**src/rtl/mixer_pkg.sv**
```systemverilog
// rtl/mixer_pkg.sv - shared types and constants for the VGA layer mixer
// Mode and fade-state encodings plus the identity fade level.
package mixer_pkg;

  typedef enum logic [1:0] {
    MODE_SELECT  = 2'd0,
    MODE_OVERLAY = 2'd1,
    MODE_BLACK   = 2'd2,
    MODE_RSVD    = 2'd3
  } mode_e;

  typedef enum logic [1:0] {
    FADE_ST_FULL   = 2'd0,
    FADE_ST_FADING = 2'd1,
    FADE_ST_DARK   = 2'd2
  } fade_state_e;

  localparam logic [4:0] FADE_FULL = 5'd16;

endpackage

```
**src/rtl/vga_layer_mixer_if.sv**
```systemverilog
// rtl/vga_layer_mixer_if.sv - video stream bundle into and out of the mixer
// Master is the timing/pixel source and sink; slave is the mixer itself.
interface vga_layer_mixer_if #(
  parameter int NUM_LAYERS = 4,
  parameter int CHAN_W     = 4
);
  localparam int COLOR_W = 3 * CHAN_W;

  logic [10:0]                    hcount_in;
  logic [9:0]                     vcount_in;
  logic                           hsync_in;
  logic                           vsync_in;
  logic                           blank_in;
  logic [NUM_LAYERS*COLOR_W-1:0]  layer_rgb_in;

  logic [COLOR_W-1:0]             rgb_out;
  logic [10:0]                    hcount_out;
  logic [9:0]                     vcount_out;
  logic                           hsync_out;
  logic                           vsync_out;
  logic                           blank_out;

  modport master (
    output hcount_in, vcount_in, hsync_in, vsync_in, blank_in, layer_rgb_in,
    input  rgb_out, hcount_out, vcount_out, hsync_out, vsync_out, blank_out
  );

  modport slave (
    input  hcount_in, vcount_in, hsync_in, vsync_in, blank_in, layer_rgb_in,
    output rgb_out, hcount_out, vcount_out, hsync_out, vsync_out, blank_out
  );

endinterface

```
**src/rtl/rgb_scale.sv**
```systemverilog
// rtl/rgb_scale.sv - per-channel colour scaling by a 5-bit fade level
// out = (c * level) >> 4, so level 16 passes the colour unchanged.
module rgb_scale #(
  parameter  int CHAN_W  = 4,
  localparam int COLOR_W = 3 * CHAN_W
) (
  input  logic [COLOR_W-1:0] rgb_i,
  input  logic [4:0]         level_i,
  output logic [COLOR_W-1:0] rgb_o
);

  always_comb begin
    rgb_o = '0;
    for (int ch = 0; ch < 3; ch++) begin
      rgb_o[ch*CHAN_W +: CHAN_W] = CHAN_W'(
        ({5'd0, rgb_i[ch*CHAN_W +: CHAN_W]} * {{CHAN_W{1'b0}}, level_i}) >> 4);
    end
  end

endmodule

```
**src/rtl/vga_layer_mixer.sv**
```systemverilog
// rtl/vga_layer_mixer.sv - two-stage layer compositor with frame-stepped fade
// Settings are shadowed at each vsync rising edge so a frame never mixes modes.
module vga_layer_mixer
  import mixer_pkg::*;
#(
  parameter  int                     NUM_LAYERS = 4,
  parameter  int                     CHAN_W     = 4,
  parameter  logic [3*CHAN_W-1:0]    KEY_COLOR  = 12'hF0F,
  parameter  logic [3*CHAN_W-1:0]    BG_COLOR   = 12'h000,
  parameter  int                     FADE_DIV   = 2,
  localparam int                     COLOR_W    = 3 * CHAN_W,
  localparam int                     SEL_W      = $clog2(NUM_LAYERS)
) (
  input  logic                  clk_in,
  input  logic                  rst_in,
  vga_layer_mixer_if.slave      vid,
  input  logic [NUM_LAYERS-1:0] layer_en_in,
  input  logic [1:0]            mode_in,
  input  logic [SEL_W-1:0]      sel_in,
  input  logic                  fade_start_in,
  input  logic                  fade_clear_in,
  output logic [1:0]            active_mode_out,
  output logic                  fade_done_out
);

  localparam int CNT_W = (FADE_DIV > 1) ? $clog2(FADE_DIV) : 1;

  logic                  vsync_prev_q;
  logic                  frame_start;
  logic [1:0]            mode_q;
  logic [SEL_W-1:0]      sel_q;
  logic [NUM_LAYERS-1:0] en_q;

  assign frame_start = vid.vsync_in & ~vsync_prev_q;

  always_ff @(posedge clk_in) begin
    if (!rst_in) begin
      vsync_prev_q <= 1'b0;
      mode_q       <= MODE_SELECT;
      sel_q        <= '0;
      en_q         <= '1;
    end else begin
      vsync_prev_q <= vid.vsync_in;
      if (frame_start) begin
        mode_q <= mode_in;
        sel_q  <= sel_in;
        en_q   <= layer_en_in;
      end
    end
  end

  assign active_mode_out = mode_q;

  // Stage 1: pick the pixel colour from the shadowed settings.
  logic [COLOR_W-1:0] pick;

  always_comb begin
    pick = vid.layer_rgb_in[0 +: COLOR_W];
    case (mode_e'(mode_q))
      MODE_OVERLAY: begin
        pick = BG_COLOR;
        for (int i = 0; i < NUM_LAYERS; i++) begin
          if (en_q[i] && (vid.layer_rgb_in[i*COLOR_W +: COLOR_W] != KEY_COLOR)) begin
            pick = vid.layer_rgb_in[i*COLOR_W +: COLOR_W];
          end
        end
      end
      MODE_BLACK: pick = '0;
      default: begin
        // Out-of-range selects fall through to layer 0.
        for (int i = 0; i < NUM_LAYERS; i++) begin
          if (SEL_W'(i) == sel_q) pick = vid.layer_rgb_in[i*COLOR_W +: COLOR_W];
        end
      end
    endcase
  end

  logic [COLOR_W-1:0] rgb1_q;
  logic [10:0]        hc1_q;
  logic [9:0]         vc1_q;
  logic               hs1_q, vs1_q, bl1_q;

  always_ff @(posedge clk_in) begin
    if (!rst_in) begin
      rgb1_q <= '0;
      hc1_q  <= '0;
      vc1_q  <= '0;
      hs1_q  <= 1'b0;
      vs1_q  <= 1'b0;
      bl1_q  <= 1'b1;
    end else begin
      rgb1_q <= pick;
      hc1_q  <= vid.hcount_in;
      vc1_q  <= vid.vcount_in;
      hs1_q  <= vid.hsync_in;
      vs1_q  <= vid.vsync_in;
      bl1_q  <= vid.blank_in;
    end
  end

  fade_state_e       fstate_q, fstate_d;
  logic [4:0]        level_q, level_d;
  logic [CNT_W-1:0]  fcnt_q, fcnt_d;

  always_ff @(posedge clk_in) begin
    if (!rst_in) begin
      fstate_q <= FADE_ST_FULL;
      level_q  <= FADE_FULL;
      fcnt_q   <= '0;
    end else begin
      fstate_q <= fstate_d;
      level_q  <= level_d;
      fcnt_q   <= fcnt_d;
    end
  end

  always_comb begin
    fstate_d = fstate_q;
    level_d  = level_q;
    fcnt_d   = fcnt_q;
    if (fade_clear_in) begin
      fstate_d = FADE_ST_FULL;
      level_d  = FADE_FULL;
      fcnt_d   = '0;
    end else begin
      case (fstate_q)
        FADE_ST_FULL: begin
          level_d = FADE_FULL;
          if (fade_start_in) begin
            fstate_d = FADE_ST_FADING;
            fcnt_d   = '0;
          end
        end
        FADE_ST_FADING: begin
          if (frame_start) begin
            if (fcnt_q == CNT_W'(FADE_DIV - 1)) begin
              fcnt_d  = '0;
              level_d = level_q - 5'd1;
              if (level_q == 5'd1) fstate_d = FADE_ST_DARK;
            end else begin
              fcnt_d = fcnt_q + 1'b1;
            end
          end
        end
        FADE_ST_DARK: level_d = '0;
        default: begin
          fstate_d = FADE_ST_FULL;
          level_d  = FADE_FULL;
          fcnt_d   = '0;
        end
      endcase
    end
  end

  assign fade_done_out = (level_q == 5'd0);

  // Stage 2: fade scaling, then force black during blanking.
  logic [COLOR_W-1:0] scaled;

  rgb_scale #(.CHAN_W(CHAN_W)) u_scale (
    .rgb_i   (rgb1_q),
    .level_i (level_q),
    .rgb_o   (scaled)
  );

  logic [COLOR_W-1:0] rgb2_q;
  logic [10:0]        hc2_q;
  logic [9:0]         vc2_q;
  logic               hs2_q, vs2_q, bl2_q;

  always_ff @(posedge clk_in) begin
    if (!rst_in) begin
      rgb2_q <= '0;
      hc2_q  <= '0;
      vc2_q  <= '0;
      hs2_q  <= 1'b0;
      vs2_q  <= 1'b0;
      bl2_q  <= 1'b1;
    end else begin
      rgb2_q <= bl1_q ? '0 : scaled;
      hc2_q  <= hc1_q;
      vc2_q  <= vc1_q;
      hs2_q  <= hs1_q;
      vs2_q  <= vs1_q;
      bl2_q  <= bl1_q;
    end
  end

  assign vid.rgb_out    = rgb2_q;
  assign vid.hcount_out = hc2_q;
  assign vid.vcount_out = vc2_q;
  assign vid.hsync_out  = hs2_q;
  assign vid.vsync_out  = vs2_q;
  assign vid.blank_out  = bl2_q;

endmodule

```
**src/flat_wrapper.sv**
```systemverilog
// flat-port wrapper written by rule: the top's interface ports become plain ports
module vga_layer_mixer_flat import mixer_pkg::*;
#(
  parameter  int                     NUM_LAYERS = 4,
  parameter  int                     CHAN_W     = 4,
  parameter  logic [3*CHAN_W-1:0]    KEY_COLOR  = 12'hF0F,
  parameter  logic [3*CHAN_W-1:0]    BG_COLOR   = 12'h000,
  parameter  int                     FADE_DIV   = 2,
  localparam int                     COLOR_W    = 3 * CHAN_W,
  localparam int                     SEL_W      = $clog2(NUM_LAYERS)
)
  (clk_in, rst_in, layer_en_in, mode_in, sel_in, fade_start_in, fade_clear_in, active_mode_out, fade_done_out, vid_hcount_in, vid_vcount_in, vid_hsync_in, vid_vsync_in, vid_blank_in, vid_layer_rgb_in, vid_rgb_out, vid_hcount_out, vid_vcount_out, vid_hsync_out, vid_vsync_out, vid_blank_out);
  vga_layer_mixer_if #(.NUM_LAYERS(NUM_LAYERS), .CHAN_W(CHAN_W)) vid_i ();
  input  logic clk_in;
  input  logic rst_in;
  input  logic [NUM_LAYERS-1:0] layer_en_in;
  input  logic [1:0] mode_in;
  input  logic [SEL_W-1:0] sel_in;
  input  logic fade_start_in;
  input  logic fade_clear_in;
  output logic [1:0] active_mode_out;
  output logic fade_done_out;
  input wire logic [$bits(vid_i.hcount_in)-1:0] vid_hcount_in;
  input wire logic [$bits(vid_i.vcount_in)-1:0] vid_vcount_in;
  input wire logic [$bits(vid_i.hsync_in)-1:0] vid_hsync_in;
  input wire logic [$bits(vid_i.vsync_in)-1:0] vid_vsync_in;
  input wire logic [$bits(vid_i.blank_in)-1:0] vid_blank_in;
  input wire logic [$bits(vid_i.layer_rgb_in)-1:0] vid_layer_rgb_in;
  output wire logic [$bits(vid_i.rgb_out)-1:0] vid_rgb_out;
  output wire logic [$bits(vid_i.hcount_out)-1:0] vid_hcount_out;
  output wire logic [$bits(vid_i.vcount_out)-1:0] vid_vcount_out;
  output wire logic [$bits(vid_i.hsync_out)-1:0] vid_hsync_out;
  output wire logic [$bits(vid_i.vsync_out)-1:0] vid_vsync_out;
  output wire logic [$bits(vid_i.blank_out)-1:0] vid_blank_out;
  assign vid_i.hcount_in = vid_hcount_in;
  assign vid_i.vcount_in = vid_vcount_in;
  assign vid_i.hsync_in = vid_hsync_in;
  assign vid_i.vsync_in = vid_vsync_in;
  assign vid_i.blank_in = vid_blank_in;
  assign vid_i.layer_rgb_in = vid_layer_rgb_in;
  assign vid_rgb_out = vid_i.rgb_out;
  assign vid_hcount_out = vid_i.hcount_out;
  assign vid_vcount_out = vid_i.vcount_out;
  assign vid_hsync_out = vid_i.hsync_out;
  assign vid_vsync_out = vid_i.vsync_out;
  assign vid_blank_out = vid_i.blank_out;
  vga_layer_mixer #(.NUM_LAYERS(NUM_LAYERS), .CHAN_W(CHAN_W), .KEY_COLOR(KEY_COLOR), .BG_COLOR(BG_COLOR), .FADE_DIV(FADE_DIV)) u_core (.clk_in(clk_in), .rst_in(rst_in), .vid(vid_i), .layer_en_in(layer_en_in), .mode_in(mode_in), .sel_in(sel_in), .fade_start_in(fade_start_in), .fade_clear_in(fade_clear_in), .active_mode_out(active_mode_out), .fade_done_out(fade_done_out));
endmodule
```
**config.mk**
```make
export PLATFORM = sky130hd
export DESIGN_NAME = vga_layer_mixer_flat
export DESIGN_NICKNAME = d
export VERILOG_FILES = /design/src/rtl/mixer_pkg.sv /design/src/rtl/vga_layer_mixer_if.sv /design/src/rtl/rgb_scale.sv /design/src/rtl/vga_layer_mixer.sv /design/src/flat_wrapper.sv
export SDC_FILE = /design/constraint.sdc
export NUM_CORES = 1
export LEC_CHECK = 0
export BUFFER_PORTS_ARGS = -buffer_cell sky130_fd_sc_hd__buf_2
export CAP_MARGIN = 20
export CORE_MARGIN = 2
export CORE_UTILIZATION = 50
export CTS_BUF_LIST = sky130_fd_sc_hd__clkbuf_8
export DETAILED_ROUTE_END_ITERATION = 7
export PLACE_DENSITY = 0.81
export SLEW_MARGIN = 20
export SYNTH_ARGS = -nofsm -noshare
export SYNTH_HDL_FRONTEND = slang
export SYNTH_SLANG_ARGS = --single-unit
export TNS_END_PERCENT = 1
```
**constraint.sdc**
```tcl
create_clock -name clk_in -period 3.1 [get_ports clk_in]
set_input_delay 0 -clock clk_in [delete_from_list [all_inputs] [get_ports clk_in]]
set_output_delay 0 -clock clk_in [all_outputs]
set_load 0.02 [all_outputs]
```
Yosys cells after proc, flatten, opt, wreduce, memory -nomap -nowiden --
Cells that the tools add are included.
Word-level totals: register bits after elaboration 88, bits of input ports 84, output and inout bits 39, logic and storage cells 74
Operators by class: add/subtract/negate cells 2, multiply operators 3, equality and inequality tests 16, multiplexer cells 20, bitwise logic cells 4, reduce and logical (&&, ||, !) cells 11
Operators with widths (number):
- 12-bit two-way mux | 7
- 12-bit != test, second input constant | 4
- 4-bit by 5-bit multiplier with 8-bit output | 3
- 12-bit case mux with 2 select lines | 1
- 5-bit two-way mux | 2
- 5-bit case mux with 2 select lines | 1
- 2-bit two-way mux | 4
- 2-bit by 1-bit != test with 1-bit output, second input constant | 3
- 2-bit case mux with 3 select lines | 1
- 5-bit by 1-bit == test with 1-bit output, second input constant | 1
- 5-bit zero test | 1
- 5-bit AND reduction | 1
- 5-bit by 1-bit subtractor with 5-bit output, second input constant | 1
- 2-bit by 1-bit == test with 1-bit output, second input constant | 2
- 2-bit == test, first input constant | 2
- 2-bit == test, second input constant | 2
- 1-bit logical AND | 4
- 2-bit OR reduction | 2
- 1-bit two-way mux | 3
- 1-bit inverter | 3
- 1-bit case mux with 3 select lines | 1
- 3-bit AND reduction | 1
- 1-bit by 2-bit == test with 1-bit output, first input constant | 1
- 2-bit zero test | 1
- 4 further kinds | 4

Longest topological paths before layout --
Gate-level depths: netlist of the first run.
word-level depth 7, depth in mapped cells 13, gate-level depth less buffers 11

Modules after synthesis --
Synthesis of the first run repeated with hierarchy kept, for this count alone.
Second synthesis, totals: cells, all modules 571, area, all modules 5307.6 um^2
By module, submodules not included:
- vga_layer_mixer | times used 1, cells each 400, area each 3907.5 um^2, sequential area each 1761.7 um^2
- rgb_scale | times used 1, cells each 171, area each 1400.1 um^2, sequential area each 0.0 um^2

Worst setup path before layout of the first run --
Ideal clock, no wire load.
path kind flip-flop to flip-flop, start reg u_core.level_q[1], end reg u_core.rgb2_q[11] (netlist: u_core.vid.rgb_out[11]), setup time 0.127 ns, data arrival time 3.162 ns, data required time 2.973 ns, setup slack -0.189 ns, cell stages (with the launch flop) 13, path buffers 2, clock period less this slack 3.289 ns, path through dfxtp_1 -> clkbuf_1 -> clkbuf_1 -> nand2_1 -> fa_1 -> fa_1 -> inv_1 -> ha_1 -> and3_1 -> a221o_1 -> a31oi_1 -> xnor2_1 -> nor2_1
On the way: word-level cells in the longest chain between the ends 1
Ends and longest elaborated chain:
- from (decl) | RTL line vga_layer_mixer.sv:102 | logic [4:0] level_q, level_d;
- from (signal assigned) | RTL line vga_layer_mixer.sv:112 | level_q <= level_d;
- 4-bit by 5-bit multiplier with 8-bit output | RTL line rgb_scale.sv:16 | ({5'd0, rgb_i[ch*CHAN_W +: CHAN_W]} * {{CHAN_W{1'b0}}, level_i}) >> 4);
- to (signal assigned) | RTL line vga_layer_mixer.sv:180 | rgb2_q <= bl1_q ? '0 : scaled;
- to (decl) | RTL line vga_layer_mixer.sv:166 | logic [COLOR_W-1:0] rgb2_q;
Every way passes these cells. A chain may end at the register's enable or synchronous reset.

Final worst setup path of the first run --
start reg u_core.level_q[3], end reg u_core.rgb2_q[7] (netlist: u_core.vid.rgb_out[7])
The elaborated chain is that of the path after synthesis.

==> results of run 1 <==
-- state kept, by name (all words and copies together) (netlist names), 4 cells and up --
register               cells
u_core.vid.vcount_out     10
u_core.rgb1_q             12
u_core.level_q             5
u_core.hc1_q              11
u_core.en_q                4
u_core.vid.hcount_out     11
u_core.vid.rgb_out        12
u_core.vc1_q              10
-- routing by layer --
layer,global-route usage (%),wire length (um),vias to the layer above
met5,0,0,-
met4,10.33,320,0
met3,3.697,799,35
met2,45.99,7193,197
met1,28.58,5298,2134
li1,-,-,2144
-- worst reg2reg max path, cell delays in order (launching register included) --
cell and delay, ps:
dfxtp_4 420, nand2_1 90, fa_1 470, fa_1 540
inv_1 40, ha_1 300, and3_1 190, a221o_1 390
a31oi_2 210, xnor2_1 130, nor2_1 50
-- synthesized netlist by cell type (all sizes together) (2+ instances only) --
library cell | instances | area [um2]
o221ai | 2 | 17.52
a22oi | 2 | 15.01
ha | 35 | 437.9
fa | 15 | 300.3
a21o | 4 | 30.03
buf | 6 | 50.04
nor2 | 20 | 75.07
dfxtp | 88 | 1762
a32oi | 5 | 43.79
nand2 | 60 | 225.2
and4 | 3 | 26.28
a221oi | 6 | 52.55
a211oi | 3 | 22.52
o21a | 2 | 15.01
a41oi | 2 | 17.52
a221o | 3 | 30.03
inv | 26 | 97.59
xnor2 | 14 | 122.6
mux4 | 12 | 276.5
and3 | 3 | 18.77
a31oi | 6 | 37.54
and3b | 2 | 20.02
o41ai | 2 | 25.03
nor3 | 3 | 15.01
o31a | 3 | 26.28
nand2b | 13 | 81.33
o21ai | 10 | 50.04
xor2 | 7 | 61.31
nand3 | 3 | 15.01
nor2b | 4 | 32.53
nand4b | 4 | 35.03
and2 | 76 | 475.5
o311ai | 6 | 52.56
nand4bb | 6 | 83.83
o211ai | 5 | 37.54
a21oi | 17 | 85.08
clkbuf | 20 | 95.09
nand4 | 3 | 18.77
o31ai | 8 | 78.82
-- power by group through the flow --
| stage | Sequential, mW | Clock [mW] | Combinational (mW) |
|---|---|---|---|
| after floorplan | 1.26 | 0 | 0.252 |
| after detailed placement | 1.26 | 0 | 0.404 |
| after global placement | 1.26 | 0 | 0.393 |
| after CTS | 1.24 | 0.793 | 0.443 |
| final | 1.24 | 0.783 | 0.454 |
| after global routing | 1.24 | 0.836 | 0.496 |
-- final timing paths --
path,depth (start not counted),end,start,slack (ps)
hold / removal,3,u_core.rgb1_q[10],vid_layer_rgb_in[34],20
setup / recovery,10,u_core.vid.rgb_out[7],u_core.level_q[3],130
hold reg to reg,1,u_core.vid.vcount_out[4],u_core.vc1_q[4],440
setup reg to reg,10,u_core.vid.rgb_out[7],u_core.level_q[3],130
-- final cells by class --
| class | instances | area, um2 | area share (%) |
|---|---|---|---|
| inverters | 27 | 101.3 | 1.573 |
| multi-input cells | 378 | 3058 | 47.46 |
| flip-flops and latches | 88 | 1783 | 27.67 |
| well taps | 133 | 166.4 | 2.583 |
| diodes | 1 | 2.502 | 0.03883 |
| repair buffers | 180 | 1139 | 17.67 |
| clock inverters | 7 | 70.07 | 1.087 |
| clock buffers | 9 | 123.9 | 1.922 |
-- logic make-up (layout without fill, tap and decap cells) --
family                   after synthesis  in the layout
AO/OA/AOI/OAI                         88             88
buffers and inverters                 53            223
multiplexers                          14             14
flip-flops                            88             88
XOR/XNOR                              21             21
AND/OR/NAND/NOR                      205            205
other                                  0              1
adder cells (fa/ha/maj)               50             50
-- timing repair --
item / in CTS / in global routing
hold buffers: 38 / 0
buffers inserted: 0 / 2
endpoints found under the hold margin: 41 / 0
gates resized for setup: 3 / 12
setup endpoints to repair: 6 / 7
pin swaps: 0 / 1
-- stage by stage --
| step | std cells | hold WS (ps) |
|---|---|---|
| floorplan | 519 | 101.5 |
| global placement | 766 | 194.0 |
| detailed placement | 766 | 209.2 |
| CTS | 820 | 3.916 |
| global route | 823 | 35.82 |
| finish | 823 | 16.29 |
==> summary.md, run 1 <==
| Metric | Value |
|---|---|
| Grt ovf | 0 |
| Setup_tns | 0 ps |
| CTS buffer count | 9 |
| Synth Area in Adders | 14.64% |
| Area growth syn-to-layout | 27.76% |
| Largest net degree at the start of global routing | 65 |
| Critical path fanouts, max | 12 |
| Max-Cap Viols | 0 |
| Fill cells | 790 |
| Crit path time final | 2975 ps |
| Die H | 104.4 um |
| Synth Area in Simple Gates | 23.00% |
| Vias post-DR | 4,510 |
| Static Leak | 2.961 nW |
| Total Wirelength | 13,610 um |
| WL/cell | 16.54 um |
| Type of destination of the critical path | flip-flop |
| Fin worst setup slack | 125.5 ps |
| RSZ-0062 raised after global routing | no |
| # setup viols final | 0 |
| Post-route DRC | 0 |
| CP max stage cell | fa_1 |
| Area of the die | 10,910 um2 |
| Startpoint Class | flip-flop |
| CP delay by family, top | adder cells |
| Final instance area | 6444 um2 |
| Sequential power share | 50.0% |
| Post-Place Cell Area | 5823 um2 |
| CTS tree | built |
| CTS root buf | clkbuf_8 |
| Final core utilization | 65.92% |
| CTS max path bufs | 2 |
| Power per Cell Area | 384.2 nW/um2 |
| Outcome | completed |
| Maximum vdd drop | 0.0002409 V |
| Mux contribution to synthesized area | 5.904% |
| Placement Setup Slack | -120.2 ps |
| Final period util | 95.95% |
| H-tree levels | 3 |
| FFs w/ async S/R, synth | 0% |
| Post-DP HPWL | 9833 um |
| Vias in the first global route | 4,649 |
| Clock sink count | 88 |
| First-pass GRT wire length | 22,000 um |
| Initial antenna violation count | 1 |
| Share of layout cells above drive strength 1 | 27.72% |
| IO Count | 123 |
| Register bit total from synthesis | 88 |
| Core area | 9774 um2 |
| Buffers & Inverters on Critical Path | 1 |
| Yosys warning count | 0 |
| Initial Util | 51.60% |
| Sequential cell area fraction in the yosys report | 34.93% |
| Cell area after synthesis | 5044 um2 |
| Vias per cell | 5.480 |
| Num rows | 36 |
| First-pass DRT Iterations | 5 |
| CP arrival | 3210 ps |
| Final Hold Vio Count | 0 |
| Sw frac | 30.24% |
| Setup Skew | 12.72 ps |
| Int Power | 1.727 mW |
| Fmax | 336.2 MHz |
| Post-Synth XOR/XNOR Area | 3.647% |
| IO buf count | 122 |
| HP Class | primary input to flip-flop |
| Total track usage | 24.95% |
| Clock latency on the worst-skew pair | 370 ps |
| Compound-Gate Fraction of Synth Area | 13.00% |
| Clock Power Share | 31.6% |
| Syn nets | 653 |
| Logic pwr share | 18.3% |
| Initial DRC Count | 208 |
| Unique cell type count in the Yosys netlist | 63 |
| Post-Syn Area per Cell | 9.718 um2 |
| Pwr Total | 2.476 mW |
| Commonest non-fill, non-tap cells in the layout | buf_2 (122), dfxtp_1 (79), and2_1 (75) |
| Largest family of logic cells by synthesized area | simple AND/OR/NAND/NOR gates |
| Critical path's largest stage delay | 540 ps |
| Switching power | 748.7 uW |
| CP required | 3330 ps |
| CP dominant cell by count | fa_1 |
| Crit Path Class | flip-flop to flip-flop |
| Dominant synthesized flop cell | dfxtp_1 |
| Most common cell after layout, fill and taps aside | buf_2 |
| Gate Count Post-Synth | 519 |
| Fin. max-slew vios | 0 |
| Worst slew pin tran | 705.4 ps |
| Nets | 818 |
| Worst-path clk slew | 100 ps |
| Placer congestion estimate | 0.9378 |
| Chip width | 104.4 um |
| Post-synth EDFFs | 0 |
| Max-slew headroom | 52.91% |
| Detail Route Antenna Nets | 0 |
| Crit-path cells | nand2_1 > fa_1 > fa_1 > inv_1 > ha_1 > and3_1 > a221o_1 > a31oi_2 > xnor2_1 > nor2_1 |
(Power assumes the default switching activity.)
==> inputs of run 2 (changes only) <==
ABC_AREA = 1   (was default)
CORE_UTILIZATION = 51   (was 50)
PLACE_DENSITY = 0.82   (was 0.81)
==> summary.md, run 2 <==
| Metric | Value |
|---|---|
| Outcome | completed |
| Vias post-DR | 5,308 |
| Fin worst setup slack | 264.6 ps |
| Syn nets | 962 |
| Maximum vdd drop | 0.0002181 V |
| Post-CTS Setup Bufs | 0 |
| Placement Setup Slack | 272.6 ps |
| Final Hold Vio Count | 0 |
| Flop2flop setup slack | 260 ps |
| Critical path fanouts, max | 16 |
| CTS tree | built |
| Grt ovf | 0 |
| Fin. max-slew vios | 0 |
| Met3 GRT Util | 3.376% |
| Initial Util | 51.75% |
| RSZ-0062 raised after global routing | no |
| FFs w/ async S/R, synth | 0% |
| Post-CTS resize count | 0 |
| Vias in the first global route | 4,926 |
| Worst-path clk slew | 100 ps |
| CP required | 3360 ps |
| Fill cells | 987 |
| Largest net degree at the start of global routing | 55 |
| Post-route DRC | 0 |
| Switching power | 846.9 uW |
| Startpoint Class | flip-flop |
| CP delay by family, top | adder cells |
| Area growth syn-to-layout | 21.42% |
| Post-CTS Hold Buffers | 32 |
| Clock Power Share | 30.9% |
| Fmax | 352.7 MHz |
| Most common cell after layout, fill and taps aside | nand2_1 |
| First-pass GRT wire length | 21,510 um |
| Die H | 108.2 um |
| Pwr Total | 2.587 mW |
| Post-Syn Area per Cell | 6.687 um2 |
| GR peak layer | met2 |
| Max-slew headroom | 61.50% |
| Unique cell type count in the Yosys netlist | 36 |
| Final Non-Filler Cells | 1,113 |
| Setup_tns | 0 ps |
| Sequential cell area fraction in the yosys report | 31.82% |
| Vias per cell | 4.769 |
| Initial antenna violation count | 0 |
| Dpl cells | 1,065 |
| Cell with the most instances after synthesis | nand2_1 |
| Crit path time final | 2835 ps |
| Worst slew pin tran | 575.4 ps |
| Area of the die | 11,710 um2 |
| Register bit total from synthesis | 88 |
| Yosys warning count | 0 |
| Total track usage | 22.75% |
| Initial DRC Count | 234 |
| Critical path's largest stage delay | 650 ps |
| H-tree levels | 3 |
| IO Count | 123 |
| Num rows | 38 |
| Total Wirelength | 13,070 um |
| CP max stage cell | dfxtp_1 |
| Power per Cell Area | 384.8 nW/um2 |
| Detail Route Antenna Nets | 0 |
| Share of layout cells above drive strength 1 | 17.37% |
| Gate Count Post-Synth | 828 |
| CTS max path bufs | 2 |
| Nets | 1,102 |
| CTS root buf | clkbuf_8 |
| Sequential power share | 48.5% |
| Sw frac | 32.74% |
| Post-synth top area cell | dfxtp_1 |
| Met2 Usage GRT | 41.11% |
| CP arrival | 3090 ps |
| Crit-path cells | nand2_1 > fa_1 > fa_1 > inv_1 > ha_1 > a21oi_1 > o21a_1 > nand2_1 > xor2_1 > nor2_1 |
| Final core utilization | 62.84% |
| Core area | 10,700 um2 |
| Clock sink count | 88 |
| Setup Skew | 12.98 ps |
| Placer congestion estimate | 0.9168 |
| Dominant synthesized flop cell | dfxtp_1 |
| Int Power | 1.740 mW |
| CTS buffer count | 9 |
| First-pass DRT Iterations | 6 |
| Largest cells by area after synthesis | dfxtp_1 (32%), nand2_1 (16%), inv_1 (11%), ha_1 (7.9%), fa_1 (5.4%) |
| Most instantiated cells after synthesis | nand2_1 (238), inv_1 (160), dfxtp_1 (88), nor2_1 (56), a21oi_1 (44) |
| Type of destination of the critical path | flip-flop |
| Ant. Diodes | 0 |
| Max-Cap Viols | 0 |
| Buffers & Inverters on Critical Path | 1 |
| WL/cell | 11.74 um |
| Static Leak | 3.990 nW |
| Met1 GRT Util | 27.90% |
| Clock latency on the worst-skew pair | 360 ps |
| Post-synth EDFFs | 0 |
| Post-DP HPWL | 9625 um |
| Logic pwr share | 20.6% |
| Commonest non-fill, non-tap cells in the layout | nand2_1 (238), inv_1 (160), buf_2 (122) |
| Final period util | 91.46% |
| IO buf count | 122 |
| HP Class | primary input to flip-flop |
| # setup viols final | 0 |
| Crit Path Class | flip-flop to flip-flop |
| Chip width | 108.2 um |
| Top cell type's share of synthesized area | 31.82% |
| Cell area after synthesis | 5537 um2 |
==> run 2: tightest hold or removal path: stages <==
cell and delay, ps:
buf_2 70, nor2_1 110, o211ai_1 130
==> run 2: power groups by stage <==
stage                     sequential [mW]  combinational [mW]  clock [mW]
after floorplan                      1.28               0.343           0
after global placement               1.28               0.485           0
after detailed placement             1.28               0.494           0
after CTS                            1.25               0.529       0.818
after global routing                 1.26               0.610       0.868
final                                1.26               0.534       0.798
==> run 2: per-stage QoR <==
stage	hold WS, ps	area, um2
2_1_floorplan	93.45	5537
3_3_place_gp	180.3	6195
3_5_place_dp	184.3	6195
4_1_cts	6.496	6723
5_1_grt	38.17	6723
6_report	6.458	6723
==> run 2: per-layer routing <==
layer | vias to the layer above | part of all wire [%]
met1 | 2336 | 43
met2 | 151 | 51
met5 | - | 0
li1 | 2801 | -
met4 | 0 | 1.7
met3 | 20 | 4.4
==> run 2: worst paths after layout <==
kind,from,end,depth (start not counted)
setup / recovery,u_core.level_q[2],u_core.vid.rgb_out[7],10
hold / removal,fade_clear_in,u_core.level_q[4],3
setup reg to reg,u_core.level_q[2],u_core.vid.rgb_out[7],10
hold reg to reg,u_core.hc1_q[1],u_core.vid.hcount_out[1],2
==> run 2: layout make-up <==
class                   count  area [um2]  area share (%)
multi-input cells         540        2982           44.35
flip-flops and latches     88        1762           26.21
repair buffers            156       945.9           14.07
inverters                 173       650.6           9.678
well taps                 140       175.2           2.606
clock buffers               9       123.9           1.843
clock inverters             7       83.83           1.247
==> run 2: cell families (layout without fill, tap and decap cells) <==
| kind of cell | Yosys count | count (layout) | synth area share, % |
|---|---|---|---|
| buf+inv | 200 | 345 | 14.33 |
| xor+xnor | 9 | 9 | 1.424 |
| flops | 88 | 88 | 31.82 |
| simple gates | 367 | 367 | 27.86 |
| compound gates | 114 | 114 | 11.23 |
| fa+ha+maj | 50 | 50 | 13.33 |
